`config.mk`:
```
export PLATFORM = sky130hd
export DESIGN_NAME = bcast_fanout_buf
export DESIGN_NICKNAME = d
export VERILOG_FILES = /design/src/rtl/bcast_fanout_pkg.sv /design/src/rtl/bcast_fanout_store.sv /design/src/rtl/bcast_fanout_buf.sv
export SDC_FILE = /design/constraint.sdc
export NUM_CORES = 1
export LEC_CHECK = 0
export CAP_MARGIN = 20
export CELL_PAD_IN_SITES_DETAIL_PLACEMENT = 1
export CELL_PAD_IN_SITES_GLOBAL_PLACEMENT = 1
export CORE_MARGIN = 1.5
export CORE_UTILIZATION = 30
export DETAILED_ROUTE_END_ITERATION = 12
export PLACE_DENSITY = 0.77
export SETUP_SLACK_MARGIN = 0.5
export SYNTH_ARGS = -nofsm -noshare
export SYNTH_HDL_FRONTEND = slang
export SYNTH_HIERARCHICAL = 1
export SYNTH_SLANG_ARGS = --single-unit
```
`constraint.sdc`:
```
create_clock -name clk -period 4 [get_ports clk]
set_input_delay 0.6 -clock clk [delete_from_list [all_inputs] [get_ports clk]]
set_output_delay 0.6 -clock clk [all_outputs]
set_load 0.005 [all_outputs]
```
`src/rtl/bcast_fanout_pkg.sv`:
```
// Shared helpers for the broadcast fan-out buffer: width functions and the
// head-retire (done) reduction.
package bcast_fanout_pkg;

  // Widest channel vector the done reduction accepts.
  localparam int MAX_NOUT = 64;

  // Widths for the default configuration (DEPTH=2).
  localparam int DEFAULT_DEPTH = 2;
  localparam int DEFAULT_PTR_W = (DEFAULT_DEPTH > 1) ? $clog2(DEFAULT_DEPTH) : 1;
  localparam int DEFAULT_CNT_W = $clog2(DEFAULT_DEPTH + 1);

  function automatic int ptr_width(input int depth);
    return (depth > 1) ? $clog2(depth) : 1;
  endfunction

  function automatic int cnt_width(input int depth);
    return $clog2(depth + 1);
  endfunction

  // The head retires once every channel has taken it, is masked off,
  // or is accepting it right now. Bits at index n and above are ignored.
  function automatic logic head_done(input logic [MAX_NOUT-1:0] taken,
                                     input logic [MAX_NOUT-1:0] en,
                                     input logic [MAX_NOUT-1:0] acc,
                                     input int                  n);
    logic d;
    d = 1'b1;
    for (int i = 0; i < MAX_NOUT; i++) begin
      if (i < n) d = d & (taken[i] | ~en[i] | acc[i]);
    end
    return d;
  endfunction

endpackage

```
`src/rtl/bcast_fanout_store.sv`:
```
// DEPTH x WIDTH register array: synchronous write, combinational read,
// cleared by the asynchronous reset.
module bcast_fanout_store
  import bcast_fanout_pkg::*;
#(
  parameter int WIDTH = 8,
  parameter int DEPTH = 2,
  parameter int PTR_W = ptr_width(DEPTH)
) (
  input  logic             clk,
  input  logic             rst_n,
  input  logic             we,
  input  logic [PTR_W-1:0] wr_ptr,
  input  logic [WIDTH-1:0] wr_data,
  input  logic [PTR_W-1:0] rd_ptr,
  output logic [WIDTH-1:0] rd_data
);

  logic [WIDTH-1:0] mem_reg [DEPTH];

  for (genvar gi = 0; gi < DEPTH; gi++) begin : g_entry
    always_ff @(posedge clk or negedge rst_n) begin
      if (!rst_n) begin
        mem_reg[gi] <= '0;
      end else if (we && (wr_ptr == PTR_W'(gi))) begin
        mem_reg[gi] <= wr_data;
      end
    end
  end

  assign rd_data = mem_reg[rd_ptr];

endmodule

```
`src/rtl/bcast_fanout_buf.sv`:
```
// One producer broadcast to NOUT consumers through a DEPTH-entry FIFO; the
// head retires once every enabled channel has accepted it exactly once.
module bcast_fanout_buf
  import bcast_fanout_pkg::*;
#(
  parameter int WIDTH = 8,
  parameter int NOUT  = 4,
  parameter int DEPTH = 2
) (
  input  logic                       clk,
  input  logic                       rst_n,
  input  logic                       in_valid,
  output logic                       in_ready,
  input  logic [WIDTH-1:0]           in_data,
  input  logic [NOUT-1:0]            chan_en,
  output logic [NOUT-1:0]            out_valid,
  input  logic [NOUT-1:0]            out_ready,
  output logic [WIDTH-1:0]           out_data,
  output logic [$clog2(DEPTH+1)-1:0] level
);

  localparam int PTR_W = ptr_width(DEPTH);
  localparam int CNT_W = cnt_width(DEPTH);
  localparam logic [CNT_W-1:0] FULL_CNT = CNT_W'(DEPTH);

  logic [CNT_W-1:0] count_reg, count_next;
  logic [PTR_W-1:0] rd_ptr_reg, rd_ptr_next;
  logic [PTR_W-1:0] wr_ptr_reg, wr_ptr_next;
  logic [NOUT-1:0]  taken_reg, taken_next;

  logic            not_empty;
  logic            push;
  logic            pop;
  logic            done;
  logic [NOUT-1:0] acc;

  assign not_empty = (count_reg != '0);
  // Full is judged on registered state only, so no out_ready -> in_ready path.
  assign in_ready  = (count_reg < FULL_CNT);
  assign push      = in_valid & in_ready;

  for (genvar gi = 0; gi < NOUT; gi++) begin : g_chan
    assign out_valid[gi] = not_empty & chan_en[gi] & ~taken_reg[gi];
    assign acc[gi]       = out_valid[gi] & out_ready[gi];
  end

  assign done  = head_done(MAX_NOUT'(taken_reg), MAX_NOUT'(chan_en),
                           MAX_NOUT'(acc), NOUT);
  assign pop   = not_empty & done;
  assign level = count_reg;

  always_comb begin
    count_next  = count_reg;
    rd_ptr_next = rd_ptr_reg;
    wr_ptr_next = wr_ptr_reg;
    taken_next  = taken_reg | acc;
    if (push) wr_ptr_next = wr_ptr_reg + PTR_W'(1);
    if (pop) begin
      rd_ptr_next = rd_ptr_reg + PTR_W'(1);
      taken_next  = '0;
    end
    case ({push, pop})
      2'b10:   count_next = count_reg + CNT_W'(1);
      2'b01:   count_next = count_reg - CNT_W'(1);
      default: count_next = count_reg;
    endcase
  end

  always_ff @(posedge clk or negedge rst_n) begin
    if (!rst_n) begin
      count_reg  <= '0;
      rd_ptr_reg <= '0;
      wr_ptr_reg <= '0;
      taken_reg  <= '0;
    end else begin
      count_reg  <= count_next;
      rd_ptr_reg <= rd_ptr_next;
      wr_ptr_reg <= wr_ptr_next;
      taken_reg  <= taken_next;
    end
  end

  bcast_fanout_store #(
    .WIDTH (WIDTH),
    .DEPTH (DEPTH),
    .PTR_W (PTR_W)
  ) u_store (
    .clk     (clk),
    .rst_n   (rst_n),
    .we      (push),
    .wr_ptr  (wr_ptr_reg),
    .wr_data (in_data),
    .rd_ptr  (rd_ptr_reg),
    .rd_data (out_data)
  );

endmodule

```
==> metrics.yaml, run 1 <==
synth-seq-area-share: 0.510
mostFrequentLayoutCell: "clkdlybuf4s50_1"
synth_cell_type_count: 21
nets: 145
cp-end-kind: "primary output"
required_ps: 3400
synth_mux_area_frac: 0.255
initial_core_util: 0.317
status: "finished, final reports clean"
clock_latency_ps: 260
power.leakage_nw: 0.680
synthAdderAreaFrac: 0.0106
grt_pass1_vias: 860
synth-xor-area-share: 0.0372
ys_warn_count: 6
syn_to_final_growth_pct: 36.8
skew_ps: 2.91
grt_max_degree: 25
cts_inserted_buffers: 3
timing.critical_path.from_type: "input port"
slowest_stage: "clkdlybuf4s50_1"
antenna_cells: 0
die_y_um: 65.6
grt_usage: 0.124
cts_buffer_depth: 2
power_mw: 1.26
crit_path_max_fanout: 3
slew_violations: 0
synth-seq-cells: 24
cts_tree: "built"
rrSetupSlack_ps: 2130
cp.arrival_ps: 1810
hold_violations: 0
timing.max_cap.violations: 0
cts_resized: 0
fmax_ghz: 0.415
cts-root-buf: "clkbuf_8"
min_path_type: "reg2reg"
fin_crit_sh: 0.603
htreeDepth: 1
cts_setup_buffers: 0
placed_area_um2: 1540
pwr-share-seq: 0.369
max-vdd-ir-drop_uv: 243
wl_per_cell_um: 14.4
fin_util: 0.433
cp.depth: 3
clk_pin_slew_ps: 80
fin_crit_ps: 2410
drive_gt1_frac: 0.274
rows: 22
finish.instance_area_um2: 1610
finalSetupViolCount: 0
die_x_um: 65.6
hold_start: "u_store/mem_reg[3]"
dp_hpwl_mm: 1.86
avgSynthCellArea_um2: 13.2
antenna_found_initial: 0
final_cell_mix: "33 x clkdlybuf4s50_1, 24 x dfrtp_1, 16 x mux2_2, 11 x nor2_1, 8 x mux2_4"
viasPerCell: 4.68
numClockSinks: 24
cp_num_buf_inv: 2
switchingPower_mw: 0.389
rsz0062_at_grt: "false"
timing.rr.start: "level[0]"
firstDrtPassIters: 3
numPortBuffers: 33
die_area_um2: 4310
rr_worst_depth: 6
synth_top_family_by_area: "multiplexers"
switching_share: 0.309
overflow: 0
gp_congestion: 0.797
wl_mm: 2.47
grt_pass1_wl_mm: 4.01
p_int_mw: 0.870
critPathMaxStageDelay_ps: 520
largest_reg_flops: 16
p_comb_frac: 0.502
share_clk_of_total_power: 0.129
powerDensity_nw_per_um2: 782
core_area_um2: 3720
crit_top_cell: "clkdlybuf4s50_1"
crit_chain: "clkdlybuf4s50_1 -> nor3b_1 -> clkdlybuf4s50_1"
ctsHoldBuffers: 0
synth_nets: 109
synthesis.area_um2: 1180
worst_slew_pin_slew_ps: 484
vias: 805
yosys.area_share.simple: 0.115
relSlewSlack: 0.676
io_pins: 34
synth-compound-area-share: 0.0425
antenna_left: 0
holdPathStages: 1
totalNegativeSetupSlack_ps: 0
startpoint: "chan_en[1]"
drt-initial-drc-count: 16
path_delay_family: "buffers and inverters"
drc_errors: 0
crit_type: "in2out"
syn_inst: 89
worst register-to-register path: cells and delay by family (launching register included):
family / cells / cell delay, ps
flops: 1 / 450
compound gates: 1 / 90
fa+ha+maj: 1 / 330
xor+xnor: 1 / 130
simple gates: 3 / 800
final timing paths:
| check | end |
|---|---|
| hold reg to reg | u_store/mem_reg[3] |
| hold / removal | u_store/mem_reg[3] |
| setup reg to reg | level[1] |
| min in group asynchronous | taken_reg[1] |
| max in group asynchronous | u_store/mem_reg[7] |
| setup / recovery | out_valid[1] |
logic make-up (layout without fill, tap and decap cells):
kind of cell,Yosys count,count (layout)
flops,24,24
fa+ha+maj,1,1
mux,24,24
compound gates,6,6
simple gates,24,24
xor+xnor,5,5
buf+inv,5,40
final cells by class:
type | instances | area, um^2
inverter | 2 | 7.51
sequential | 24 | 601
fill | 404 | 2110
clock buffer | 4 | 55.1
multi-input combinational | 60 | 542
tap | 48 | 60.1
timing repair buffer | 34 | 345
layer usage:
metal,vias up,part of all wire,global-route usage
met5,-,0,0
met4,0,0.014,0.0547
met3,2,0.021,0.0240
met2,10,0.51,0.207
met1,411,0.46,0.154
li1,382,-,-
stage by stage:
step                      hold slack [ps]  cells  worst slack [ps]
after floorplan                       304     89              2200
after global placement                482    167              1620
after detailed placement              487    167              1520
after CTS                             508    171              1580
after global routing                  521    172              1520
final                                 507    172              1590
power groups by stage:
stage,Sequential (mW),Combinational (mW),Clock [mW]
global placement,0.460,0.619,0
CTS,0.467,0.642,0.166
global route,0.484,0.685,0.177
floorplan,0.431,0.407,0
detailed placement,0.470,0.635,0
finish,0.465,0.632,0.162
synthesized netlist by cell type, drive strengths merged:
master / count / share of area
dfrtp: 24 / 0.51
mux2: 24 / 0.26
nor2: 11 / 0.035
nand2: 5 / 0.018
a31oi: 4 / 0.021
buf: 3 / 0.023
xnor2: 3 / 0.022
inv: 2 / 0.0064
nor3: 2 / 0.0085
nor3b: 2 / 0.013
xor2: 2 / 0.015
a21oi: 1 / 0.014
a22o: 1 / 0.0074
ha: 1 / 0.011
nand2b: 1 / 0.0053
nor2b: 1 / 0.012
nor4: 1 / 0.018
or2: 1 / 0.0053
Note: power is estimated with default switching activity, not from simulation.
==> inputs of run 2 (changes only) <==
PLACE_DENSITY = 0.8   (was 0.77)
clock period = 1.95 ns   (was 4 ns; I/O delays follow)
==> run 2 against run 1 <==
Against the previous run: first-iteration DRC count is 19% lower; clock skew hardly changed; flip-flop and latch count stayed put; setup slack worse by 1300 ps; sequential share of layout area is 5.6 points lower; critical path depth is 5 higher; non-clock buffer count is 24 higher; clock power grew to 2.7 times the previous value; routed wire length is 35% higher; cell area is 18% higher; largest power group unchanged.
==> metrics.yaml, run 2 (synthesis results as in run 1) <==
core_area_um2: 3720  # unchanged
die_area_um2: 4310  # unchanged
nets: 169  # +17%
totalNegativeSetupSlack_ps: 0  # unchanged
slowest_stage: "dfrtp_2"
endpoint: "level[1]"
grt_usage: 0.165  # +0.0413
grt_max_degree: 25  # unchanged
grt_pass1_wl_mm: 5.24  # +31%
relSlewSlack: 0.798  # +0.122
drc_errors: 0  # unchanged
powerDensity_nw_per_um2: 1750  # +120%
rr_worst_depth: 8  # +2
fin_ws_ps: 295  # -1290 ps
required_ps: 2110  # -1290 ps
placed_cells: 171  # +2.4%
cts-root-buf: "clkbuf_8"
fin_crit_ps: 1660
overflow: 0  # unchanged
cts_buffer_depth: 2  # unchanged
mostFrequentLayoutCell: "dfrtp_1"
fill_cells: 392  # -3.0%
clk_pin_slew_ps: 90  # about the same
cts_tree: "built"
startpoint: "level[0]"
antenna_cells: 0  # unchanged
antenna_left: 0  # unchanged
fmax_ghz: 0.604
seqCellArea_um2: 603  # +0.42%
final_cell_mix: "22 x dfrtp_1, 16 x clkdlybuf4s50_1, 16 x buf_4, 14 x buf_6, 13 x mux2_4"
syn_to_final_growth_pct: 61.7
path_delay_family: "flip-flops"
critPathMaxStageDelay_ps: 420  # -100 ps
drt-initial-drc-count: 13  # -3
drive_gt1_frac: 0.568  # +0.293
vias: 902  # +12%
finish.instance_area_um2: 1900  # +18%
cp.depth: 8  # +5
finalSetupViolCount: 0  # unchanged
gp_congestion: 0.775  # -2.8%
rrSetupSlack_ps: 290  # -1840 ps
crit_type: "reg2reg"
cts_inserted_buffers: 3  # unchanged
slew_violations: 0  # unchanged
hold_ws_ps: 348  # -159 ps
dp_hpwl_mm: 1.87  # +0.43%
timing.max_cap.violations: 0  # unchanged
firstDrtPassIters: 4  # +1
placed_area_um2: 1590  # +2.9%
stdcell_count: 196  # +14%
power.leakage_nw: 0.883  # +30%
multi_input_area_um2: 632  # +17%
cp.arrival_ps: 1820  # about the same
antenna_found_initial: 0  # unchanged
timing.critical_path.from_type: "flip-flop"
timing.rr.start: "level[0]"
rsz0062_at_grt: "true"
crit_path_max_fanout: 3  # unchanged
skew_ps: 2.44  # -0.465 ps
worst_slew_pin_slew_ps: 300  # -184 ps
largest_reg_flops: 16  # unchanged
clock_latency_ps: 270  # about the same
reg2reg_to: "level[1]"
htreeDepth: 1  # unchanged
wl_mm: 3.33  # +35%
die_x_um: 65.6  # unchanged
hold_violations: 0  # unchanged
crit_chain: "or2_4 -> buf_6 -> a21oi_4 -> nor4_4 -> ha_4 -> xnor2_4 -> nor2_4 -> xnor2_1"
max-vdd-ir-drop_uv: 494  # +100%
fin_crit_sh: 0.849
die_y_um: 65.6  # unchanged
grt_pass1_vias: 1042  # +21%
rows: 22  # unchanged
numPortBuffers: 33  # unchanged
wl_per_cell_um: 17.0  # +18%
min_path_type: "in2reg"
cp_num_buf_inv: 1  # -1
post-place-ws_ps: -106  # -1620 ps
io_pins: 34  # unchanged
status: "finished, final reports clean"
cp-end-kind: "flip-flop"
viasPerCell: 4.60  # -1.7%
initial_core_util: 0.317  # unchanged
numClockSinks: 24  # unchanged
ctsHoldBuffers: 0  # unchanged
-- run 2: where the power goes --
part / internal [mW] / switching [mW] / leakage (nW) / total (mW)
clock network: 0.274 / 0.166 / 0.0357 / 0.441
logic: 1.23 / 0.720 / 0.562 / 1.95
registers: 0.759 / 0.176 / 0.286 / 0.935
total: 2.27 / 1.06 / 0.883 / 3.33
-- run 2: how the worst min path moves through the flow --
stage | slack, ps | cells after the start | startpoint | end
after global routing | 390 | 3 | out_ready[2] | taken_reg[2]
after detailed placement | 490 | 1 | u_store/mem_reg[6] | u_store/mem_reg[6]
after CTS | 390 | 2 | rst_n | wr_ptr_reg
final | 350 | 3 | out_ready[2] | taken_reg[2]
after global placement | 480 | 1 | u_store/mem_reg[7] | u_store/mem_reg[7]
after floorplan | -3 | 0 | rst_n | level[0]
-- run 2: per-layer routing --
| layer | global-route usage | up-vias | routed length, um |
|---|---|---|---|
| met2 | 0.311 | 16 | 1850 |
| li1 | - | 425 | - |
| met1 | 0.184 | 459 | 1370 |
| met3 | 0.0205 | 2 | 72 |
| met4 | 0.0703 | 0 | 34 |
| met5 | 0 | - | 0 |
-- run 2: cell type report --
type	count	share of cell area
clock buffer	3	0.0217
clock inverter	1	0.0158
inverter	2	0.00657
multi-input combinational	60	0.332
sequential	24	0.317
tap	48	0.0315
timing repair buffer	58	0.276
-- run 2: metrics by stage --
stage	utilization	power, mW
floorplan	-	1.75
detailed placement	0.427	2.32
global route	0.512	3.50
finish	0.512	3.33
global placement	0.427	2.26
CTS	0.490	3.09
-- run 2: what timing repair did --
| item | in CTS | in global routing |
|---|---|---|
| setup endpoints to repair | 36 | 36 |
| buffers inserted | 17 | 4 |
| pin swaps | 7 | 2 |
| gates resized for setup | 77 | 16 |
-- run 2: tightest hold or removal path: cells and delay by family --
kind,cells,cell delay (ps)
compound gates,1,90
buf+inv,1,100
simple gates,1,100
